[config.mk]
export PLATFORM = sky130hd
export DESIGN_NAME = keypad_debounce_encoder
export DESIGN_NICKNAME = d
export VERILOG_FILES = /design/src/rtl/keypad_debounce_encoder.sv
export SDC_FILE = /design/constraint.sdc
export NUM_CORES = 1
export LEC_CHECK = 0
export BUFFER_PORTS_ARGS = -buffer_cell sky130_fd_sc_hd__buf_2
export CORE_AREA = 2 2 94 73
export CTS_CLUSTER_DIAMETER = 150
export DETAILED_ROUTE_END_ITERATION = 16
export DIE_AREA = 0 0 96 75
export PLACE_DENSITY = 0.73
export SLEW_MARGIN = 20
export SYNTH_ARGS = -nofsm -noshare
export SYNTH_HDL_FRONTEND = slang
export SYNTH_SLANG_ARGS = --single-unit
[constraint.sdc]
create_clock -name clk -period 2.8 [get_ports clk]
set_clock_uncertainty 0.15 [all_clocks]
set_input_delay 0.28 -clock clk [delete_from_list [all_inputs] [get_ports clk]]
set_output_delay 0.28 -clock clk [all_outputs]
set_load 0.02 [all_outputs]
[src/rtl/keypad_debounce_encoder.sv]
// Keypad front end: 2-flop synchroniser, press/release debounce, one-hot to binary key code.
// Optional autorepeat while a key is held is enabled by defining KEYPAD_REPEAT_EN.
module keypad_debounce_encoder #(
   parameter int NUM_KEYS     = 16,
   parameter int CODE_W       = 4,
   parameter int DEBOUNCE_CYC = 1000,
   parameter int REPEAT_CYC   = 50000
) (
   input  logic                clk,
   input  logic                rst,
   input  logic [NUM_KEYS-1:0] buttons,
   output logic [CODE_W-1:0]   key_code,
   output logic                key_valid,
   output logic                key_held,
   output logic                multi_key_err
);

   localparam int MAX_CYC = (DEBOUNCE_CYC > REPEAT_CYC) ? DEBOUNCE_CYC : REPEAT_CYC;
   localparam int CNT_W   = $clog2(MAX_CYC + 1);
   localparam logic [CNT_W-1:0] DB_LAST = CNT_W'(DEBOUNCE_CYC - 1);
   localparam logic [CNT_W-1:0] CNT_ONE = CNT_W'(1);
`ifdef KEYPAD_REPEAT_EN
   localparam logic [CNT_W-1:0] RP_LAST = CNT_W'(REPEAT_CYC - 1);
`endif

   typedef enum logic [1:0] {
      S_IDLE,
      S_PRESS_DB,
      S_HELD,
      S_RELEASE_DB
   } state_t;

   state_t              state_q, state_d;
   logic [NUM_KEYS-1:0] sync1_q, syn_q;
   logic [NUM_KEYS-1:0] cand_q, cand_d;
   logic [CNT_W-1:0]    cnt_q, cnt_d;
   logic [CODE_W-1:0]   key_code_q, key_code_d;
   logic                key_valid_q, key_valid_d;
   logic                key_held_q, key_held_d;
   logic                err_q, err_d;
   logic                syn_onehot;

   function automatic logic is_onehot(input logic [NUM_KEYS-1:0] v);
      return (v != '0) && ((v & (v - 1'b1)) == '0);
   endfunction

   function automatic logic [CODE_W-1:0] onehot_index(input logic [NUM_KEYS-1:0] v);
      logic [CODE_W-1:0] idx;
      idx = '0;
      for (int i = 0; i < NUM_KEYS; i++) begin
         if (v[i]) idx = CODE_W'(i);
      end
      return idx;
   endfunction

   assign syn_onehot = is_onehot(syn_q);

   always_ff @(posedge clk or posedge rst) begin
      if (rst) begin
         sync1_q     <= '0;
         syn_q       <= '0;
         state_q     <= S_IDLE;
         cand_q      <= '0;
         cnt_q       <= '0;
         key_code_q  <= '0;
         key_valid_q <= 1'b0;
         key_held_q  <= 1'b0;
         err_q       <= 1'b0;
      end else begin
         sync1_q     <= buttons;
         syn_q       <= sync1_q;
         state_q     <= state_d;
         cand_q      <= cand_d;
         cnt_q       <= cnt_d;
         key_code_q  <= key_code_d;
         key_valid_q <= key_valid_d;
         key_held_q  <= key_held_d;
         err_q       <= err_d;
      end
   end

   // Counter compares use >= so a corrupted count still terminates instead of wrapping.
   always_comb begin
      state_d = state_q;
      cand_d  = cand_q;
      cnt_d   = cnt_q;
      case (state_q)
         S_IDLE: begin
            if (syn_onehot) begin
               cand_d  = syn_q;
               cnt_d   = CNT_ONE;
               state_d = S_PRESS_DB;
            end else if (syn_q != '0) begin
               cnt_d   = '0;
               state_d = S_RELEASE_DB;
            end
         end
         S_PRESS_DB: begin
            if (syn_q != cand_q) begin
               state_d = S_IDLE;
            end else if (cnt_q >= DB_LAST) begin
               cnt_d   = '0;
               state_d = S_HELD;
            end else begin
               cnt_d = cnt_q + 1'b1;
            end
         end
         S_HELD: begin
            if (syn_q != cand_q) begin
               cnt_d   = '0;
               state_d = S_RELEASE_DB;
            end
`ifdef KEYPAD_REPEAT_EN
            else if (cnt_q >= RP_LAST) begin
               cnt_d = '0;
            end else begin
               cnt_d = cnt_q + 1'b1;
            end
`endif
         end
         S_RELEASE_DB: begin
            if (syn_q != '0) begin
               cnt_d = '0;
            end else if (cnt_q >= DB_LAST) begin
               state_d = S_IDLE;
            end else begin
               cnt_d = cnt_q + 1'b1;
            end
         end
         default: state_d = S_IDLE;
      endcase
   end

   always_comb begin
      key_code_d  = key_code_q;
      key_valid_d = 1'b0;
      err_d       = 1'b0;
      key_held_d  = (state_d == S_HELD);
      case (state_q)
         S_IDLE: begin
            if (syn_q != '0 && !syn_onehot) err_d = 1'b1;
         end
         S_PRESS_DB: begin
            if (syn_q == cand_q && cnt_q >= DB_LAST) begin
               key_valid_d = 1'b1;
               key_code_d  = onehot_index(cand_q);
            end
         end
         S_HELD: begin
            if (syn_q != cand_q) begin
               if ((syn_q & cand_q) != '0) err_d = 1'b1;
            end
`ifdef KEYPAD_REPEAT_EN
            else if (cnt_q >= RP_LAST) begin
               key_valid_d = 1'b1;
            end
`endif
         end
         default: ;
      endcase
   end

   assign key_code      = key_code_q;
   assign key_valid     = key_valid_q;
   assign key_held      = key_held_q;
   assign multi_key_err = err_q;

endmodule

**Word level (Yosys, flattened, before mapping)**

Cells that the tools add are included.

- Reductions and logical operators: 11
- Bitwise operators: 2
- $add $sub $neg: 2
- Equality and inequality tests: 10
- $lt $le $gt $ge: 1
- Mux-type cells: 37

Operator list:

| operator | count |
|---|---|
| 16-bit 2-to-1 mux | 7 |
| 16-bit one-hot mux with 4 select lines | 1 |
| 4-bit 2-to-1 mux | 14 |
| 16-bit bitwise AND | 2 |
| 16-bit nonzero test | 2 |
| 16-bit by 1-bit adder with 16-bit output (second input constant) | 1 |
| 16-bit equality test | 1 |
| 16-bit by 10-bit >= comparator with 1-bit output (second input constant) | 1 |
| 16-bit logical NOT | 1 |
| 16-bit inequality test | 1 |
| 16-bit by 1-bit subtractor with 16-bit output (second input constant) | 1 |
| 2-bit 2-to-1 mux | 7 |
| 2-bit one-hot mux with 4 select lines | 1 |
| 2-bit equality test (second input constant) | 3 |
| 1-bit 2-to-1 mux | 6 |
| 3-bit inequality test (second input constant) | 2 |
| 2-bit inequality test (second input constant) | 2 |
| 2-bit AND reduction | 2 |
| 4-bit AND reduction | 1 |
| 1-bit logical AND | 3 |
| 2-bit by 1-bit equality test with 1-bit output (second input constant) | 1 |
| 2-bit logical NOT | 1 |
| 1-bit one-hot mux with 2 select lines | 1 |
| 1-bit logical NOT | 1 |

- Register bits after elaboration: 73
- Word-level logic and storage cells: 72

**Depth between registers and ports, before layout**

Gate-level depths: netlist of the first run.

- Depth after elaboration: 15
- Mapped depth: 8
- Depth with buffers taken out: 7

**Worst setup path before layout of the first run**

No wires, ideal clock.

- Kind: register to register
- Start: reg syn_q[1]
- End: reg cand_q[0]
- Data arrival time: 2.644 ns
- Stages on the path, launching flop included: 8
- Setup time: 0.128 ns
- Buffers on the path: 1
- Setup slack: -0.122 ns
- Cells stage by stage: dfrtp_1 or4_1 nor4_4 a21oi_1 a2bb2oi_1 nor4_4 buf_4 mux2_1

- Cells in the longest elaborated chain, start to end: 5

Ends and longest elaborated chain:

| item | RTL line | source |
|---|---|---|
| from (decl) | 34 | `logic [NUM_KEYS-1:0] sync1_q, syn_q;` |
| from (signal assigned) | 71 | `syn_q <= sync1_q;` |
| 16-bit by 1-bit subtractor with 16-bit output | 44 | `return (v != '0) && ((v & (v - 1'b1)) == '0);` |
| 16-bit bitwise AND | 44 |  |
| 16-bit logical NOT | 44 |  |
| 1-bit logical AND (*) | 44 |  |
| 2-bit AND reduction (no line) (*) | - |  |
| to (signal assigned) | 73 | `cand_q <= cand_d;` |
| to (decl) | 35 | `logic [NUM_KEYS-1:0] cand_q, cand_d;` |

Every way passes the cells marked *; elsewhere a longest branch is shown, timed or not.
A chain may end at the register's enable or synchronous reset.

**Worst setup path after layout of the first run**

- Start: reg syn_q[2]
- End: reg cand_q[8]

Same word-level chain as after synthesis.

==> summary.md, run 1 <==
| Metric | Value |
|---|---|
| Status | finished clean |
| Crit path top cell by count | nor4_4 |
| CTS tree | yes |
| First DRT Iteration DRCs | 209 |
| CP Max Fanout | 9 |
| Number of global-route vias before repair | between 2000 and 2500 |
| Commonest cells post-synth | dfrtp_1, ha_1, mux2_1, nor2_1, nor4_1 |
| Total Nets Final | around 380 |
| CP Launch Type | flip-flop |
| Max-Cap Viols | 0 |
| Syn-to-layout area delta | 28.9% |
| Most common cell in the synthesized netlist | dfrtp_1 |
| Worst-path clk slew | 0.08 ns |
| Vias per cell | about 5.8 |
| Dpl cell area | 0.00364 mm^2 |
| Drt total wl | between 7000 and 8000 um |
| Die ar. | roughly 0.0072 mm^2 |
| First-pass GRT wire length | about 12000 um |
| Cell variety after synth | 47 |
| Peak VDD IR | ~0.40 mV |
| Dpl hpwl | 4660 um |
| CTS Buffer Depth | 2 |
| Final global-route overflow total | 0 |
| Post-synth EDFFs | 0 |
| Setup violators final | 0 |
| Sequential share of the synthesized area | 0.561 |
| Mean Syn Cell Area | ~12 um^2 |
| # diodes | 0 |
| YS warnings | 0 |
| Leakage | ~2 nW |
| Setup_tns | 0 ns |
| Data arrival, critical path | 2.83 ns |
| Initial Util | 0.523 |
| Async SR Flop Fraction | 1.00 |
| Tightest Hold Check Type | reg2reg |
| Yosys top cell by area | dfrtp_1 |
| Overall Global Routing Usage | 0.219 |
| Post-Syn Instances | approximately 270 |
| Final cycle utilization of the critical path | 0.982 |
| IO Port Bufs | 24 |
| Top achievable clock speed | between 300 and 400 MHz |
| CTS Sinks | between 70 and 80 |
| Tot Pwr | 2.15 mW |
| Final hold vios | 0 |
| CP top delay family | simple AND/OR/NAND/NOR gates |
| Height of the die | 75 um |
| Final worst slack | just over 0.05 ns |
| DP Cell Count | slightly below 400 |
| Main synth FF type | dfrtp_1 |
| Fill count | 438 |
| Routed WL per cell | between 15 and 20 um |
| # H-tree levels | 3 |
| Rows | 25 |
| DR vias | about 2500 |
| GP Congestion | 0.838 |
| Min Tclk post-route | ~2.7 ns |
| CTS Buf Count | 9 |
| Core area | 0.00622 mm^2 |
| Critical Path RT | approximately 2.9 ns |
| Share of layout cells above drive strength 1 | 0.248 |
| CP endpoint kind | flip-flop |
| Clk Latency, worst-skew pair | 0.36 ns |
| Actual slew at the worst max-slew pin | between 0.7 and 0.8 ns |
| Dominant cells by area after synthesis | dfrtp_1, ha_1, mux2_1 |
| Buf/Inv on CP | 2 |
| Initial antenna violation count | 0 |
| Synthesized cell area | 0.00325 mm^2 |
| Final Cell Area | around 0.0042 mm^2 |
| Pre-CTS WS | -0.00183 ns |
| Synth top area share | 0.561 |
| FF+latch count, synth | 73 |
| Kind of critical path | reg2reg |
| Worst path slowest cell | or4_4 |
| Fin Hold WS | about 0.2 ns |
| DRT Pass-1 Iters | 4 |
| Die width | ~96 um |
| Max transition margin | 0.470 |
| Layout Cells excl Fill | approximately 430 |
| PwrDens | 514 mW/mm^2 |
| Post-route antenna net violation count | 0 |
| Fin. max-slew vios | 0 |
| # DRC | 0 |
| Largest net degree at the start of global routing | 40 |
| Crit-path cells | or4_4 -> nor4_4 -> a21oi_1 -> a2bb2oi_1 -> nor4_4 -> buf_4 -> buf_12 -> mux2_1 |
| Slowest cell delay on critical path | ~0.6 ns |
| Syn Nets | 304 |
| Ports | 25 |
| Clock root cell | clkbuf_8 |
| Core Util, Final | 0.674 |
## worst register-to-register path, delay by kind of cell (launching register included)
kind,cells,cell delay [ns]
AND/OR/NAND/NOR,3,1.07
flip-flops,1,0.45
multiplexers,1,0.34
buffers and inverters,2,0.31
AO/OA/AOI/OAI,2,0.30
## power by group
part | internal [mW] | switching, mW | total [mW] | leakage [nW]
clock network | 0.523 | 0.434 | 0.958 | 0.119
registers | 1.08 | 0.0192 | 1.10 | 0.934
logic | 0.0495 | 0.0514 | 0.101 | 0.979
## layout by cell type, fill, tap and decap left out, types with 4 or more instances in the layout
master / n
dfrtp_1: 71
buf_2: 24
buf_4: 24
ha_1: 17
dlygate4sd3_1: 17
nor2_1: 16
mux2_1: 16
nand2_1: 10
inv_1: 9
clkbuf_8: 9
a21oi_1: 8
nor3_1: 7
nor4_1: 7
a22o_1: 7
o22ai_1: 7
o21ai_0: 6
o22a_1: 6
nand4_1: 5
a211oi_1: 5
nand3_1: 4
nor4_4: 4
a31oi_1: 4
and3_1: 4
a2bb2oi_1: 4
nor2b_1: 4
## final timing paths
| check | to | from | slack [ns] | cells past startpoint |
|---|---|---|---|---|
| max | cand_q[8] | syn_q[2] | 0.05 | 8 |
| min | syn_q[6] | sync1_q[6] | 0.20 | 0 |
| max reg2reg | cand_q[8] | syn_q[2] | 0.05 | 8 |
| min reg2reg | syn_q[6] | sync1_q[6] | 0.20 | 0 |
| max in group asynchronous | key_valid | rst | 1.38 | 4 |
| min in group asynchronous | sync1_q[9] | rst | 0.47 | 3 |
## logic make-up (layout without fill, tap and decap cells)
group | count (synthesis) | in the layout | share of synthesized area
AOI/OAI and AO/OA | 70 | 70 | 0.161
buffers and inverters | 16 | 94 | 0.0196
adders and majority gates | 18 | 18 | 0.0684
muxes | 17 | 17 | 0.0584
and+or+nand+nor | 75 | 75 | 0.131
DFF | 73 | 73 | 0.561
## repair_timing
| action | in CTS | in global routing |
|---|---|---|
| gates cloned | 0 | 1 |
| buffers inserted | 0 | 5 |
| resized for setup | 1 | 18 |
| setup endpoints to repair | 2 | 26 |
| pin swaps | 0 | 6 |
| hold endpoints to repair | 54 | 0 |
| hold buffers | 17 | 0 |
## metal layers
metal | GRT usage | up-vias | routed length, um
met5 | 0 | - | 0
met4 | 0.0667 | 0 | 76
met3 | 0.0601 | 12 | 444
met2 | 0.319 | 81 | 3240
met1 | 0.324 | 1203 | 3470
li1 | - | 1186 | -
## final cells by class
type / instances / area (um^2) / share of cell area
clock inverter: 7 / 109 / 0.0259
sequential: 73 / 1830 / 0.436
timing repair buffer: 68 / 536 / 0.128
multi-input combinational: 180 / 1460 / 0.348
tap: 81 / 101 / 0.0242
inverter: 10 / 37.5 / 0.00895
clock buffer: 9 / 124 / 0.0295
## sequential cells by signal, indices dropped and copies added, names as in the netlist
signal         flops
key_code           4
sync1_q           16
syn_q             16
key_valid          1
cnt_q             16
cand_q            16
key_held           1
state_q            2
multi_key_err      1
(Power assumes the default switching activity.)
==> run 2: changes to the inputs <==
--- a/config.mk
+++ b/config.mk
@@ -6,10 +6,10 @@
 export NUM_CORES = 1
 export LEC_CHECK = 0
 export BUFFER_PORTS_ARGS = -buffer_cell sky130_fd_sc_hd__buf_2
-export CORE_AREA = 2 2 94 73
+export CORE_AREA = 2 2 70 98
 export CTS_CLUSTER_DIAMETER = 150
 export DETAILED_ROUTE_END_ITERATION = 16
-export DIE_AREA = 0 0 96 75
+export DIE_AREA = 0 0 72 100
 export PLACE_DENSITY = 0.73
 export SLEW_MARGIN = 20
 export SYNTH_ARGS = -nofsm -noshare
==> summary.md, run 2 (synthesized netlist as in run 1, its figures left out) <==
| Metric | Value |
|---|---|
| DRT Pass-1 Iters | 4 (unchanged) |
| Total Nets Final | 369 (-2.1%) |
| Fin. max-slew vios | 0 (unchanged) |
| GP Congestion | 0.865 (+3.2%) |
| Dpl hpwl | 4470 um (-4.0%) |
| Final cycle utilization of the critical path | 0.973 (-0.00821) |
| # diodes | 0 (unchanged) |
| CTS Sinks | 73 (unchanged) |
| CP Launch Type | flip-flop |
| CP endpoint kind | flip-flop |
| Rows | 35 (+40%) |
| CP Max Fanout | 8 (-1) |
| Initial Util | 0.506 (-0.0173) |
| Tot Pwr | 2.04 mW (-5.3%) |
| First DRT Iteration DRCs | 112 (-46%) |
| Layout Cells excl Fill | 413 (-3.5%) |
| Ports | 25 (unchanged) |
| CTS Buffer Depth | 2 (unchanged) |
| Die ar. | 0.00720 mm^2 (unchanged) |
| Overall Global Routing Usage | 0.203 (-0.0161) |
| Final hold vios | 0 (unchanged) |
| Status | finished clean |
| Max transition margin | 0.597 (+0.127) |
| FF-to-FF setup slack | 0.07 ns (+0.02 ns) |
| Core area | 0.00644 mm^2 (+3.4%) |
| CTS tree | yes |
| Pre-CTS WS | 0.0423 ns (+0.0442 ns) |
| Initial antenna violation count | 0 (unchanged) |
| DP Cell Count | 377 (-3.1%) |
| Largest net degree at the start of global routing | 74 (+85%) |
| Commonest non-fill, non-tap cell in the layout | dfrtp_1 |
| Final global-route overflow total | 0 (unchanged) |
| DR vias | 2460 (-0.89%) |
| Post-route antenna net violation count | 0 (unchanged) |
| Vias per cell | 5.96 (+2.7%) |
| Setup violators final | 0 (unchanged) |
| Worst-path clk slew | 0.08 ns (about the same) |
| Tightest Hold Check Type | reg2reg |
| Die width | 72 um (-25%) |
| Fin Hold WS | 0.202 ns (-0.00264 ns) |
| IO Port Bufs | 24 (unchanged) |
| Share of layout cells above drive strength 1 | 0.230 (-0.0178) |
| Critical Path RT | 2.89 ns (about the same) |
| Drt total wl | 6910 um (-4.5%) |
| Number of global-route vias before repair | 2389 (+1.6%) |
| PwrDens | 499 mW/mm^2 (-2.9%) |
| Clk Latency, worst-skew pair | 0.36 ns (about the same) |
| Syn-to-layout area delta | 25.6% |
| # H-tree levels | 3 (unchanged) |
| CTS Buf Count | 9 (unchanged) |
| Leakage | 1.98 nW (-2.7%) |
| Kind of critical path | reg2reg |
| Data arrival, critical path | 2.82 ns (about the same) |
| Height of the die | 100 um (+33%) |
| Top achievable clock speed | 367 MHz (+0.84%) |
| Actual slew at the worst max-slew pin | 0.589 ns (-0.205 ns) |
| Min Tclk post-route | 2.73 ns (-0.0230 ns) |
| Routed WL per cell | 16.7 um (-1.0%) |
| Clock root cell | clkbuf_8 |
| Max-Cap Viols | 0 (unchanged) |
| Core Util, Final | 0.635 (-0.0388) |
| First-pass GRT wire length | 11000 um (-5.6%) |
| Most frequent cells in the layout | dfrtp_1, buf_2, ha_1, dlygate4sd3_1 |
| Final worst slack | 0.0742 ns (+0.0230 ns) |
| # DRC | 0 (unchanged) |
| Peak VDD IR | 0.559 mV (+38%) |
run 2: final timing paths:
kind | end | cells past startpoint | startpoint
hold reg to reg | syn_q[8] | 0 | sync1_q[8]
setup reg to reg | cand_q[5] | 7 | syn_q[2]
min in group asynchronous | sync1_q[9] | 4 | rst
setup / recovery | cand_q[5] | 7 | syn_q[2]
max in group asynchronous | syn_q[0] | 4 | rst
hold / removal | syn_q[8] | 0 | sync1_q[8]
run 2: cell type report:
| class | count | area (um^2) |
|---|---|---|
| Fill cell | 484 | 2350 |
| Clock inverter | 7 | 82.6 |
| Inverter | 10 | 37.5 |
| Tap cell | 74 | 92.6 |
| Sequential cell | 73 | 1830 |
| Multi-Input combinational cell | 180 | 1450 |
| Timing Repair Buffer | 60 | 475 |
| Clock buffer | 9 | 124 |
run 2: critical path: stages (launching register included):
cell       delay, ns
dfrtp_2         0.45
or4_4           0.60
a2111oi_1       0.39
nor2_1          0.14
nor4_4          0.21
buf_4           0.19
clkbuf_16       0.16
mux2_1          0.32
run 2: where the power goes:
group	leakage [nW]	internal, mW	switching, mW
Combinational	0.944	0.0430	0.0427
Sequential	0.934	1.08	0.0220
Clock	0.0988	0.426	0.429
run 2: routing by layer:
| layer | routed length [um] | vias to the layer above | GRT usage |
|---|---|---|---|
| li1 | - | 1166 | - |
| met3 | 268 | 23 | 0.0522 |
| met5 | 0 | - | 0 |
| met2 | 3610 | 72 | 0.342 |
| met4 | 307 | 0 | 0.125 |
| met1 | 2720 | 1199 | 0.228 |
run 2: stage by stage:
stage / cell area [um^2] / setup TNS [ns]
2_1_floorplan: 3260 / 0
3_3_place_gp: 3590 / 0
3_5_place_dp: 3590 / 0
4_1_cts: 3970 / 0
5_1_grt: 4090 / -0.0418
6_report: 4090 / 0
run 2: timing repair:
item,CTS,global route
buffers inserted,0,2
hold buffers,17,0
gates resized for setup,0,19
endpoints found under the hold margin,89,0
setup endpoints to repair,0,31
